[config.mk]
export PLATFORM = sky130hd
export DESIGN_NAME = flash_stream_deserializer
export DESIGN_NICKNAME = d
export VERILOG_FILES = /design/src/rtl/flash_stream_deserializer.sv
export SDC_FILE = /design/constraint.sdc
export NUM_CORES = 1
export LEC_CHECK = 0
export CAP_MARGIN = 20
export CORE_MARGIN = 1.5
export CORE_UTILIZATION = 35
export DETAILED_ROUTE_END_ITERATION = 10
export PLACE_DENSITY = 0.57
export SETUP_SLACK_MARGIN = 0.3
export SLEW_MARGIN = 0
export SYNTH_ARGS = -nofsm -noshare
export SYNTH_HDL_FRONTEND = slang
export SYNTH_SLANG_ARGS = --single-unit
[constraint.sdc]
create_clock -name CLK_16MHZ -period 2.95 [get_ports CLK_16MHZ]
set_input_delay 0.59 -clock CLK_16MHZ [delete_from_list [all_inputs] [get_ports CLK_16MHZ]]
set_output_delay 0.59 -clock CLK_16MHZ [all_outputs]
set_load 0.05 [all_outputs]
[src/rtl/flash_stream_deserializer.sv]
// flash_stream_deserializer: oversamples the flash sequencer's serial link,
// strips the instruction/filler/dummy bits, packs data MSB-first into bytes
// and buffers them in a first-word-fall-through FIFO with per-frame status.
module flash_stream_deserializer #(
    parameter int SKIP_BITS  = 24,
    parameter int FIFO_DEPTH = 16,
    parameter int COUNT_W    = 16
) (
    input  logic                          CLK_16MHZ,
    input  logic                          RESET_N,
    input  logic                          ser_clk,
    input  logic                          ser_cs_n,
    input  logic                          ser_data,
    input  logic                          enable,
    input  logic                          clear_flags,
    output logic [7:0]                    byte_data,
    output logic                          byte_valid,
    input  logic                          byte_ready,
    output logic                          frame_active,
    output logic                          frame_done,
    output logic [COUNT_W-1:0]            frame_bytes,
    output logic                          partial_err,
    output logic                          overflow,
    output logic [$clog2(FIFO_DEPTH):0]   fifo_level
);

    localparam int AW     = $clog2(FIFO_DEPTH);
    localparam int LW     = AW + 1;
    localparam int SKIP_W = (SKIP_BITS > 0) ? $clog2(SKIP_BITS + 1) : 1;
    localparam logic [SKIP_W-1:0] SKIP_LAST = SKIP_W'(SKIP_BITS - 1);

    localparam logic [1:0] S_WAIT_IDLE = 2'd0;
    localparam logic [1:0] S_IDLE      = 2'd1;
    localparam logic [1:0] S_SKIP      = 2'd2;
    localparam logic [1:0] S_DATA      = 2'd3;

    // ---------------- input synchronizers ----------------
    logic clk_s1_q, clk_s2_q, clk_s3_q;
    logic cs_s1_q, cs_s2_q, cs_s3_q;
    logic dat_s1_q, dat_s2_q;

    // 2-FF synchronizers plus a third stage on clock and select for edge detect
    always_ff @(posedge CLK_16MHZ or negedge RESET_N) begin
        if (!RESET_N) begin
            clk_s1_q <= 1'b0; clk_s2_q <= 1'b0; clk_s3_q <= 1'b0;
            cs_s1_q  <= 1'b0; cs_s2_q  <= 1'b0; cs_s3_q  <= 1'b0;
            dat_s1_q <= 1'b0; dat_s2_q <= 1'b0;
        end else begin
            clk_s1_q <= ser_clk;  clk_s2_q <= clk_s1_q; clk_s3_q <= clk_s2_q;
            cs_s1_q  <= ser_cs_n; cs_s2_q  <= cs_s1_q;  cs_s3_q  <= cs_s2_q;
            dat_s1_q <= ser_data; dat_s2_q <= dat_s1_q;
        end
    end

    logic ser_rise, cs_fall, sample;
    assign ser_rise = clk_s2_q & ~clk_s3_q;
    assign cs_fall  = cs_s3_q & ~cs_s2_q;
    assign sample   = dat_s2_q;

    // ---------------- frame FSM ----------------
    logic [1:0]         state_q, state_d;
    logic [SKIP_W-1:0]  skip_q, skip_d;
    logic [2:0]         bit_q, bit_d;
    logic [6:0]         shift_q, shift_d;
    logic [COUNT_W-1:0] bytes_q, bytes_d;
    logic               push_q, push_d;
    logic [7:0]         pbyte_q, pbyte_d;
    logic               done_q, done_d;
    logic               perr_set;

    // Next-state logic: frame end (cs high) takes priority over a clock edge
    always_comb begin
        state_d  = state_q;
        skip_d   = skip_q;
        bit_d    = bit_q;
        shift_d  = shift_q;
        bytes_d  = bytes_q;
        push_d   = 1'b0;
        pbyte_d  = pbyte_q;
        done_d   = 1'b0;
        perr_set = 1'b0;
        case (state_q)
            S_WAIT_IDLE: begin
                // never arm in the middle of a frame that was running at reset
                if (cs_s2_q) state_d = S_IDLE;
            end
            S_IDLE: begin
                if (cs_fall && enable) begin
                    skip_d  = '0;
                    bit_d   = '0;
                    bytes_d = '0;
                    state_d = (SKIP_BITS == 0) ? S_DATA : S_SKIP;
                end
            end
            S_SKIP: begin
                if (cs_s2_q) begin
                    done_d  = 1'b1;
                    state_d = S_IDLE;
                end else if (ser_rise) begin
                    if (skip_q == SKIP_LAST) state_d = S_DATA;
                    else                     skip_d  = skip_q + 1'b1;
                end
            end
            default: begin // S_DATA
                if (cs_s2_q) begin
                    done_d   = 1'b1;
                    state_d  = S_IDLE;
                    perr_set = (bit_q != 3'd0);
                end else if (ser_rise) begin
                    shift_d = {shift_q[5:0], sample};
                    if (bit_q == 3'd7) begin
                        push_d  = 1'b1;
                        pbyte_d = {shift_q, sample};
                        bit_d   = 3'd0;
                        // dropped bytes still count; saturate rather than wrap
                        if (bytes_q != {COUNT_W{1'b1}}) bytes_d = bytes_q + 1'b1;
                    end else begin
                        bit_d = bit_q + 1'b1;
                    end
                end
            end
        endcase
    end

    // FSM and datapath registers; the byte push is staged one cycle
    always_ff @(posedge CLK_16MHZ or negedge RESET_N) begin
        if (!RESET_N) begin
            state_q <= S_WAIT_IDLE;
            skip_q  <= '0;
            bit_q   <= '0;
            shift_q <= '0;
            bytes_q <= '0;
            push_q  <= 1'b0;
            pbyte_q <= '0;
            done_q  <= 1'b0;
        end else begin
            state_q <= state_d;
            skip_q  <= skip_d;
            bit_q   <= bit_d;
            shift_q <= shift_d;
            bytes_q <= bytes_d;
            push_q  <= push_d;
            pbyte_q <= pbyte_d;
            done_q  <= done_d;
        end
    end

    // ---------------- byte FIFO ----------------
    logic [7:0]    mem_q [FIFO_DEPTH];
    logic [AW-1:0] wr_ptr_q, rd_ptr_q;
    logic [LW-1:0] count_q;
    logic          fifo_full, pop, wr_en, ovf_set;

    assign fifo_full = (count_q == LW'(FIFO_DEPTH));
    assign pop       = (count_q != '0) & byte_ready;
    // a full FIFO still accepts a push when the head leaves in the same cycle
    assign wr_en     = push_q & (~fifo_full | pop);
    assign ovf_set   = push_q & fifo_full & ~pop;

    // Storage array, written only on an accepted push
    always_ff @(posedge CLK_16MHZ) begin
        if (wr_en) mem_q[wr_ptr_q] <= pbyte_q;
    end

    // Pointers wrap naturally since the depth is a power of two
    always_ff @(posedge CLK_16MHZ or negedge RESET_N) begin
        if (!RESET_N) begin
            wr_ptr_q <= '0;
            rd_ptr_q <= '0;
            count_q  <= '0;
        end else begin
            if (wr_en) wr_ptr_q <= wr_ptr_q + 1'b1;
            if (pop)   rd_ptr_q <= rd_ptr_q + 1'b1;
            case ({wr_en, pop})
                2'b10:   count_q <= count_q + 1'b1;
                2'b01:   count_q <= count_q - 1'b1;
                default: count_q <= count_q;
            endcase
        end
    end

    // Sticky status flags; a set event beats a simultaneous clear
    logic perr_q, ovf_q;
    always_ff @(posedge CLK_16MHZ or negedge RESET_N) begin
        if (!RESET_N) begin
            perr_q <= 1'b0;
            ovf_q  <= 1'b0;
        end else begin
            if (perr_set)         perr_q <= 1'b1;
            else if (clear_flags) perr_q <= 1'b0;
            if (ovf_set)          ovf_q  <= 1'b1;
            else if (clear_flags) ovf_q  <= 1'b0;
        end
    end

    assign byte_valid   = (count_q != '0);
    assign byte_data    = byte_valid ? mem_q[rd_ptr_q] : 8'h00;
    assign fifo_level   = count_q;
    assign frame_active = (state_q == S_SKIP) || (state_q == S_DATA);
    assign frame_done   = done_q;
    assign frame_bytes  = bytes_q;
    assign partial_err  = perr_q;
    assign overflow     = ovf_q;

endmodule

# == After elaboration in Yosys (flattened, before gate mapping) ==
# Memories as Yosys holds them, arrays and structs flattened.
# Index checks and enable logic that the tools add are counted.
# classes
n_eq_ne,16
add_sub_neg,7
reduce_logical,22
n_bitwise,13
mux,37
# ops
operator,count
16-bit 2-to-1 mux,5
16-bit one-hot mux with 2 select lines,1
5-bit 2-to-1 mux,4
5-bit one-hot mux with 2 select lines,2
"16-bit by 1-bit adder with 16-bit output, second input constant",1
"16-bit inequality test, second input constant",1
2-bit nonzero test,7
1-bit 2-to-1 mux,13
3-bit 2-to-1 mux,4
4-bit AND reduction,3
"5-bit by 1-bit adder with 5-bit output, second input constant",2
"5-bit equality test, second input constant",2
2-bit 2-to-1 mux,5
"4-bit by 1-bit adder with 4-bit output, second input constant",2
8-bit 2-to-1 mux,1
"2-bit inequality test, second input constant",4
1-bit AND,6
"2-bit equality test, second input constant",3
"3-bit inequality test, second input constant",2
1-bit NOT,6
3-bit one-hot mux with 2 select lines,1
6-bit AND reduction,1
3-bit nonzero test,2
5-bit AND reduction,1
other kinds (14),16
# word_totals
ff_bits,66
ram_bits,128
mem_count,1
inputBits,8
output_inout_bits,34
# memory_table
memory,depth,width,rd,rd_clocked_by_memory_dff,write_ports,line,source
mem_q,16,8,1,0,1,149,logic [7:0] mem_q [FIFO_DEPTH];

# == Logic depth before layout (Yosys ltp) ==
# logic_depth
depth_word,6
mapped_depth,10
ltp_nobuf,8

# == Worst setup path after synthesis ==
# OpenSTA, ideal clock, no wires.
# synth_path
path_kind,reg-to-output
startpoint,"reg count_q[0], in the netlist fifo_level[0]"
endpoint,out byte_data[0]
path_slack_ns,-0.306
t_arrival_ns,2.666
required_time_ns,2.360
path_stages_with_launch,6
path_cell_list,dfrtp_1 or4_4 buf_6 nand2b_1 nand2_1 o22ai_1
# synth_via
elab_chain_len,2
# synth_lines
item,line,source
"start, declared",151,logic [LW-1:0] count_q;
"start signal, assigned",175,2'b10: count_q <= count_q + 1'b1;
"start signal, assigned",176,2'b01: count_q <= count_q - 1'b1;
"start signal, assigned",177,default: count_q <= count_q;
5-bit nonzero test,196,assign byte_valid = (count_q != '0);
via byte_valid,17,"output logic byte_valid,"
8-bit 2-to-1 mux,197,assign byte_data = byte_valid ? mem_q[rd_ptr_q] : 8'h00;
"end, declared",16,"output logic [7:0] byte_data,"
# The timed path passes the listed nets, and every way through them passes these cells.

# == Final worst setup path ==
# layout_path
startpoint,reg rd_ptr_q[0]
endpoint,out byte_data[1]
# layout_via
elab_chain_len,2
# layout_lines
item,line,source
"start, declared",150,"logic [AW-1:0] wr_ptr_q, rd_ptr_q;"
"start signal, assigned",173,if (pop) rd_ptr_q <= rd_ptr_q + 1'b1;
memory 16 x 8 bit,n/a,
8-bit 2-to-1 mux,197,
# Every way passes these cells.

==> metrics <==
# hold bufs at CTS 0; CP endpoint kind primary output; first-pass GRT wire length 28500 microns; worst min path class primary input to asynchronous set/reset pin; commonest non-fill, non-tap cells in the layout 128 x edfxtp_1, 63 x dfrtp_1, 32 x mux4_2; Skew-Pair Late Insertion Delay 0.43 ns; DR vias between 4000 and 5000; Worst Setup EP byte_data[1]; RSZ-0062 raised after global routing true; Post-layout nets 633; clock sink count between 150 and 200; Reg2Reg Depth 9; die height around 160 microns; Critical Path RT ~2.4 ns; Min Clock Period, post-route approximately 2.8 ns; P&R area growth vs syn 20.8%; CP startpoint rd_ptr_q[0]; Slew @ Worst Pin roughly 0.82 ns; DR vias/cell around 5.3; WS Path Type flip-flop to primary output; fin. max-slew vios 0; Overall Global Routing Usage between 10% and 20%; Seq/Total Area, Yosys 65.1%; Post-Route Utilization approximately 43%; final WL roughly 18000 microns; final worst path period share between 90 and 100%; Mapped Cells around 550; power per cell area 798 mW/mm^2; iteration-0 DRC count of the detailed router 401; layout cells sized above 1 roughly 26%; synthesized area roughly 0.0084 sq mm; slew margin rel. 45.2%; Mapped Nets between 500 and 600; outcome finished, final reports clean; commonest non-fill, non-tap cell in the layout edfxtp_1; core area between 0.02 and 0.025 sq mm; max-cap viol count 0; number of synthesized flops with an enable pin about 130; Port Buffers 41; number of global-route vias before repair 5075; root buf cell clkbuf_16; #FFs+latches synth between 150 and 200; Overflow after GRT 0; gpl congestion between 0.8 and 0.9; reg2reg start fifo_level[3]; worst r2r dst fifo_level[4]; # setup viols final 0; deepest clock path buffer count 2; setup_tns 0 ns; DRC 0; DIE AREA between 0.02 and 0.03 sq mm; CP Launch Type flip-flop; Routed Antenna Nets 0; diode count 0; syn_area_per_cell 15.4 sq um; CP Data Arrival Time roughly 2.2 ns; Final Hold Viols 0; synthesis warning total 0; routed len/inst ~19 microns; H-tree levels 4; Clock Skew around 0.015 ns; peak supply drop approximately 0.51 mV; hpwl dp between 10000 and 15000 microns; CTS tree done; placement row count between 50 and 60; clock-pin slew on the worst setup and hold paths approximately 0.08 ns; die span in x about 160 microns; initial core utilization between 30% and 40%; Worst Path Max Fanout 17; synth unique cells 63; Achievable Freq about 360 MHz; DR pass1 iterations 5; Worst R2R Setup Slack a little over 0.5 ns; initial antenna violation count 0; Synth Flop Type edfxtp_1; pin count of the biggest net entering global routing 37; # IOs 42; Leak Pwr roughly 0.0036 uW; Async SR Flop Fraction 34.0%; Num CTS Buffers 17
==> sequential cells by signal, indices dropped and copies added, names as in the netlist, 2 cells and up <==
| name | count |
|---|---|
| skip_q | 5 |
| bit_q | 3 |
| frame_bytes | 16 |
| state_q | 2 |
| fifo_level | 5 |
| wr_ptr_q | 4 |
| pbyte_q | 8 |
| shift_q | 7 |
| mem_q | 128 |
| rd_ptr_q | 4 |
==> worst min-delay path by stage <==
| stage | cells after the start | endpoint |
|---|---|---|
| final | 1 | state_q[0] |
| after global routing | 1 | state_q[0] |
| after CTS | 1 | state_q[0] |
| after detailed placement | 0 | dat_s2_q |
| after global placement | 0 | clk_s2_q |
| after floorplan | 0 | bit_q[0] |
==> Yosys cell counts (all sizes together), types with 2 or more instances <==
master	number	area share [%]
a21oi	11	0.65
a22oi	2	0.18
a31oi	3	0.22
and2	3	0.22
and3	6	0.44
and4	3	0.31
buf	13	0.90
clkbuf	11	0.49
dfrtp	66	20
edfxtp	128	46
ha	16	2.4
inv	21	0.93
mux2	19	2.6
mux2i	23	2.7
mux4	32	8.5
nand2	30	1.4
nand2b	10	0.74
nand3	16	0.95
nand4	10	0.74
nand4b	2	0.21
nor2	12	0.53
nor2b	2	0.15
nor3	8	0.47
nor3b	3	0.39
nor4	10	0.92
o211ai	4	0.41
o21a	3	0.27
o21ai	16	1.2
o22ai	11	0.82
o31ai	10	0.89
o41ai	2	0.21
or4	13	1.2
xnor2	6	0.62
xor2	4	0.41
==> power by group <==
| group | switching (uW) | internal, uW |
|---|---|---|
| registers | 177 | 3010 |
| clock network | 1090 | 1120 |
| logic | 1580 | 1160 |
| total | 2850 | 5290 |
==> per-layer routing <==
layer / routed length, microns / track usage, % / vias to the layer above
met2: 8580 / 25.3 / 119
met3: 737 / 3.51 / 13
met4: 144 / 3.47 / 0
li1: - / - / 2271
met5: 0 / 0 / -
met1: 8330 / 20.7 / 2553
==> timing repair <==
action,CTS,global route
setup buffers,4,0
setup endpoints to repair,9,8
pin swaps,1,0
cloned,0,0
resized for setup,30,4
==> final cells by class <==
type | instances | area (sq um)
fillers | 2144 | 13300
flip-flops and latches | 194 | 5500
multi-input cells | 308 | 3030
repair buffers | 67 | 637
clock buffers | 17 | 425
well taps | 319 | 399
clock inverters | 15 | 135
inverters | 21 | 78.8
==> per-stage QoR <==
stage	worst slack [ns]	power (uW)	cell area, sq um	hold slack, ns	cells
2_1_floorplan	0.338	5080	8580	0.294	547
3_3_place_gp	0.395	5710	9430	0.334	904
3_5_place_dp	0.305	5760	9430	0.339	904
4_1_cts	0.139	8210	10200	0.225	940
5_1_grt	0.0934	8520	10200	0.258	941
6_report	0.172	8140	10200	0.205	941
==> cells by family (layout without fill, tap and decap cells) <==
logic type | after synthesis | count (layout) | synth area share (%)
flip-flops | 194 | 194 | 65.1
AND/OR/NAND/NOR | 134 | 134 | 9.29
AO/OA/AOI/OAI | 74 | 74 | 6.05
multiplexers | 74 | 74 | 13.8
buffers and inverters | 45 | 120 | 2.33
adder cells (fa/ha/maj) | 16 | 16 | 2.37
XOR/XNOR | 10 | 10 | 1.04
==> worst max-delay path, stage by stage, from the launching register on <==
cell     delay (ns)
dfrtp_2        0.44
buf_12         0.21
mux4_2         0.58
mux2i_4        0.23
o22ai_4        0.09
buf_4          0.19
No activity file was read; power rests on OpenSTA's default activity.
==> patch 1 (same flow settings) <==
Change the parameter `FIFO_DEPTH` from 16 to 8.
--- a/src/rtl/flash_stream_deserializer.sv
+++ b/src/rtl/flash_stream_deserializer.sv
@@ -3,7 +3,7 @@
 // and buffers them in a first-word-fall-through FIFO with per-frame status.
 module flash_stream_deserializer #(
     parameter int SKIP_BITS  = 24,
-    parameter int FIFO_DEPTH = 16,
+    parameter int FIFO_DEPTH = 8,
     parameter int COUNT_W    = 16
 ) (
     input  logic                          CLK_16MHZ,
Ports: changed (resized fifo_level); port bits go from 42 to 41. The function was not compared with the original's and may differ.
==> patch 1 against the unedited design <==
Total power is 33% lower; clock power down 8%; utilization increased by 1.1 points; synthesized cell count fell by 30%; clock skew decreased by 0.0084 ns; final cell count decreased by 29%; sequential cell count decreased by 67; sequential power is 31% lower; area after synthesis shrank 35%; die area fell by 34%; final area fell by 33%; setup slack gained 0.24 ns; routed wire length is 42% lower.
==> patch 1: results (changes against the unedited design) <==
Placement
  • DP HPWL: 6.72 mm (-43%)
  • Gpl congestion: 0.777 (-7.4%)
  • I/O Buffers: 40 (-2.4%)
  • Placed cell count: 632 (-30%)
  • Post-place setup slack: 0.432 ns (+0.127 ns)

Power and ir drop
  • Leak pwr: 2.69 nW (-25%)
  • Combinational power: 1.25 mW (-55%)
  • Sw frac: 0.312 (-0.0375)
  • Worst IR Drop VDD: 0.000438 V (-14%)
  • Sw power: 1.72 mW (-40%)
  • Register share of total power: 0.401 (+0.009)

Global route
  • Vias in the first global route: 3338 (-34%)
  • GRT Total Usage: 0.139 (-0.0149)
  • First-pass GRT wire length: 17.1 mm (-40%)

Yosys
  • Top cells by count, synth: edfxtp_1, dfrtp_1, nor2_1
  • Ys async rst share: 0.496 (+0.156)
  • Part of the Yosys area used for sequential elements: 0.638 (-0.0129)
  • Syn Inst Count: 381 (-30%)
  • Syn_nets: 402 (-30%)
  • Number of enable flip-flop cells after synthesis: 64 (-50%)
  • Unique masters post-synth: 55 (-13%)
  • Top cells by area, synth: edfxtp_1, dfrtp_1, mux4_2

Critical path
  • Worst r2r path cells: 7 (-2)
  • Worst-path fanout max: 9 (-8)
  • R2R setup slack: 0.59 ns (+0.08 ns)
  • Reg2reg end: skip_q[4]
  • Arr. time, crit path: 1.95 ns (-0.24 ns)

Timing
  • Hold Slack: 0.180 ns (-0.0247 ns)
  • Worst slew pin tran: 0.605 ns (-0.211 ns)

Layout
  • Layout Nets: 462 (-27%)
  • Fillers: 1391 (-35%)
  • Share of cells above drive strength 1: 0.203 (-0.0546)
  • Non-Filler Instances: 665 (-29%)
  • Max reg flops: 64 (-50%)

CTS
  • CTS clk-pin slew, worst paths: 0.06 ns (-0.02 ns)
  • Post-CTS Resized: 4 (-87%)
  • Post-CTS setup buffers: 0 (-4)

Drt
  • Routed len/inst: 15.4 µm (-18%)
  • Vias/cell: 4.92 (-6.5%)
  • Pre-antenna DRT Iters: 4 (-1)

Outcome
  • Outcome: finished clean
## patch 1: cell count changes after synthesis, moves of 9 or more
cell	delta
o22ai_1	-10
mux2i_1	-12
inv_1	-9
nor2_1	+17
mux4_2	-16
mux2_2	-9
edfxtp_1	-64
## patch 1: layout make-up
type	instances	area, µm²	share of cell area
clock buffers	19	443	0.0653
repair buffers	55	528	0.0778
well taps	211	264	0.0389
flip-flops and latches	127	3500	0.516
inverters	13	48.8	0.00719
multi-input cells	227	1860	0.275
clock inverters	13	139	0.0205
## patch 1: cell families after synthesis
family | Yosys count | share of synthesized area
AO/OA/AOI/OAI | 41 | 0.0545
XOR/XNOR | 14 | 0.0224
adder cells (fa/ha/maj) | 13 | 0.0297
buffers and inverters | 27 | 0.0228
flip-flops | 127 | 0.638
multiplexers | 44 | 0.121
AND/OR/NAND/NOR | 115 | 0.112
## patch 1: metal layers
metal | GRT usage | wire (µm)
met3 | 0.0405 | 386
met5 | 0 | 0
met4 | 0.0654 | 187
met1 | 0.179 | 4870
met2 | 0.216 | 4830
==> patch 2 (same flow settings) <==
Made on the original files. Make the reset (`RESET_N`) synchronous in 4 clocked blocks.
--- a/src/rtl/flash_stream_deserializer.sv
+++ b/src/rtl/flash_stream_deserializer.sv
@@ -40,7 +40,7 @@
     logic dat_s1_q, dat_s2_q;
 
     // 2-FF synchronizers plus a third stage on clock and select for edge detect
-    always_ff @(posedge CLK_16MHZ or negedge RESET_N) begin
+    always_ff @(posedge CLK_16MHZ) begin
         if (!RESET_N) begin
             clk_s1_q <= 1'b0; clk_s2_q <= 1'b0; clk_s3_q <= 1'b0;
             cs_s1_q  <= 1'b0; cs_s2_q  <= 1'b0; cs_s3_q  <= 1'b0;
@@ -123,7 +123,7 @@
     end
 
     // FSM and datapath registers; the byte push is staged one cycle
-    always_ff @(posedge CLK_16MHZ or negedge RESET_N) begin
+    always_ff @(posedge CLK_16MHZ) begin
         if (!RESET_N) begin
             state_q <= S_WAIT_IDLE;
             skip_q  <= '0;
@@ -163,7 +163,7 @@
     end
 
     // Pointers wrap naturally since the depth is a power of two
-    always_ff @(posedge CLK_16MHZ or negedge RESET_N) begin
+    always_ff @(posedge CLK_16MHZ) begin
         if (!RESET_N) begin
             wr_ptr_q <= '0;
             rd_ptr_q <= '0;
@@ -181,7 +181,7 @@
 
     // Sticky status flags; a set event beats a simultaneous clear
     logic perr_q, ovf_q;
-    always_ff @(posedge CLK_16MHZ or negedge RESET_N) begin
+    always_ff @(posedge CLK_16MHZ) begin
         if (!RESET_N) begin
             perr_q <= 1'b0;
             ovf_q  <= 1'b0;
Behaviour: differs if RESET_N is asserted again (counterexample within 10 cycles, from zero or initial values and one cycle with RESET_N low); with RESET_N held inactive, the same outputs for 10 cycles.
==> patch 2 against the unedited design <==
The run now ends with setup timing left; total power decreased by 6.9%; clock skew about the same; non-clock buffer count increased by 10; sequential cell count rose by 4; routed wire length decreased by 1.2%; final area down 3.2%; area after synthesis is 2.4% lower; setup slack worse by 0.21 ns.
==> patch 2: results (changes against the unedited design) <==
Outcome
  • Outcome: finished with violations
  • Failing checks: setup timing

Layout
  • Max reg flops: 128 (unchanged)
  • Top reg by flops: mem_q
  • Fillers: 2067 (-3.6%)
  • Layout Nets: 671 (+6.0%)
  • Non-Filler Instances: 971 (+3.2%)
  • Share of cells above drive strength 1: 0.202 (-0.0551)

CTS
  • Num CTS Buffers: 17 (unchanged)
  • CTS root buf: clkbuf_16
  • Clk_lat worst skew: between 0.4 and 0.5 ns
  • Max clock buf depth: 2 (unchanged)
  • Post-CTS Resized: 32 (+6.7%)
  • H-Tree Depth: 4 (unchanged)
  • Post-CTS setup buffers: 3 (-1)
  • CTS clk-pin slew, worst paths: 0.07 ns

Global route
  • Pin count of the biggest net entering global routing: 34 (-8.1%)
  • Vias in the first global route: 5065 (-0.20%)
  • GRT Total Usage: 0.153 (about the same)
  • Initial antenna violation count: 0 (unchanged)
  • First-pass GRT wire length: 28.2 mm (-1.1%)

Yosys
  • Unique masters post-synth: 51 (-19%)
  • Syn Inst Count: 582 (+6.4%)
  • Yosys warns: 0 (unchanged)
  • Syn_nets: 607 (+6.3%)
  • Top cells by count, synth: edfxtp_1, dfxtp_1, nand2_1
  • Top cells by area, synth: edfxtp_1, dfxtp_1, mux4_2
  • Post-synthesis xor/xnor area fraction: 0.0117 (+0.00132)
  • Part of the Yosys area used for sequential elements: 0.636 (-0.0145)
  • Post-synthesis mux area share: 0.118 (-0.0205)
  • Ys async rst share: 0 (-0.340)
  • Post-Synth Adder-Cell Area: 0.0258 (+0.00210)
  • Compound-Gate Fraction of Synth Area: 0.0724 (+0.0120)

Critical path
  • Arr. time, crit path: 2.40 ns (+0.21 ns)
  • Worst-path fanout max: 8 (-9)
  • R2R setup slack: 0.50 ns
  • Worst r2r path cells: 8 (-1)

Timing
  • Slew headroom: 0.571 (+0.119)
  • Final setup violation count: 8 (+8)
  • Setup ws final: -0.0391 ns (-0.211 ns)
  • Hold Slack: 0.435 ns (+0.230 ns)
  • Clock Skews: 0.0144 ns (-0.000207 ns)
  • Final setup TNS: -0.199 ns (-0.199 ns)

Placement
  • Post-place setup slack: 0.203 ns (-0.102 ns)
  • I/O Buffers: 41 (unchanged)
  • DP Area: 9130 µm² (-3.2%)
  • Placed cell count: 933 (+3.2%)
  • Gpl congestion: 0.754 (-10%)
  • DP HPWL: 11.2 mm (-4.9%)

Power and ir drop
  • Leak pwr: 3.32 nW (-7.4%)
  • Worst IR Drop VDD: 0.000470 V (-7.9%)
  • Internal power: 5.22 mW (-1.4%)
  • Register share of total power: 0.407 (+0.015)
  • Clk pwr share: 0.286 (+0.015)

Drt
  • Routed len/inst: 18.1 µm (-4.3%)
  • Pre-antenna DRT Iters: 5 (unchanged)
  • Vias: 4987 (+0.63%)
  • DRT iter0 DRCs: 368 (-8.2%)

Min path
  • Hold WC Path Type: reg -> reg
  • Worst Hold Depth: 1
## patch 2: cell count changes in the layout (fill, tap and decap cells not counted), moves of 13 or more
cell      delta
a21oi_1     +14
dfxtp_1     +69
dfrtp_1     -63
mux2_2      -17
nor2_1      +29
nand2_1     +34
a2111o_1    +13
## patch 2: path summary, 6_finish.rpt
| check | from | endpoint |
|---|---|---|
| setup / recovery | flip-flop | byte_data[2] |
| hold reg to reg | cs_s1_q | cs_s2_q |
| setup reg to reg | state_q[1] | frame_bytes[8] |
| hold / removal | cs_s1_q | cs_s2_q |
## patch 2: logic make-up (layout without fill, tap and decap cells)
logic type	count (synthesis)	after routing
DFF	198	198
and+or+nand+nor	191	191
AOI/OAI and AO/OA	76	76
muxes	47	47
buffers and inverters	42	118
adders and majority gates	17	17
xor gates and xnor gates	11	11
## patch 2: metrics by stage
step	util	power, mW
floorplan	-	4.54
global placement	0.399	5.05
detailed placement	0.399	5.09
CTS	0.432	7.67
global route	0.432	7.93
finish	0.432	7.58
## patch 2: layer usage
| layer | track usage | wire length, µm | part of all wire |
|---|---|---|---|
| met4 | 0.0331 | 126 | 0.0072 |
| met3 | 0.0402 | 969 | 0.055 |
| met2 | 0.257 | 8680 | 0.49 |
| met5 | 0 | 0 | 0 |
| met1 | 0.200 | 7800 | 0.44 |
## patch 2: final cells by class
cell class                 count  share of cell area
multi-input combinational    342               0.287
clock inverter                13              0.0114
clock buffer                  18              0.0435
inverter                      10             0.00380
tap                          313              0.0397
sequential                   198               0.531
timing repair buffer          77              0.0830
## patch 2: critical path: stages (launching register included)
cell and delay (ns):
dfxtp_4 0.40, buf_6 0.11, buf_12 0.13, mux4_2 0.53
mux4_2 0.49, and2_4 0.16, buf_8 0.14
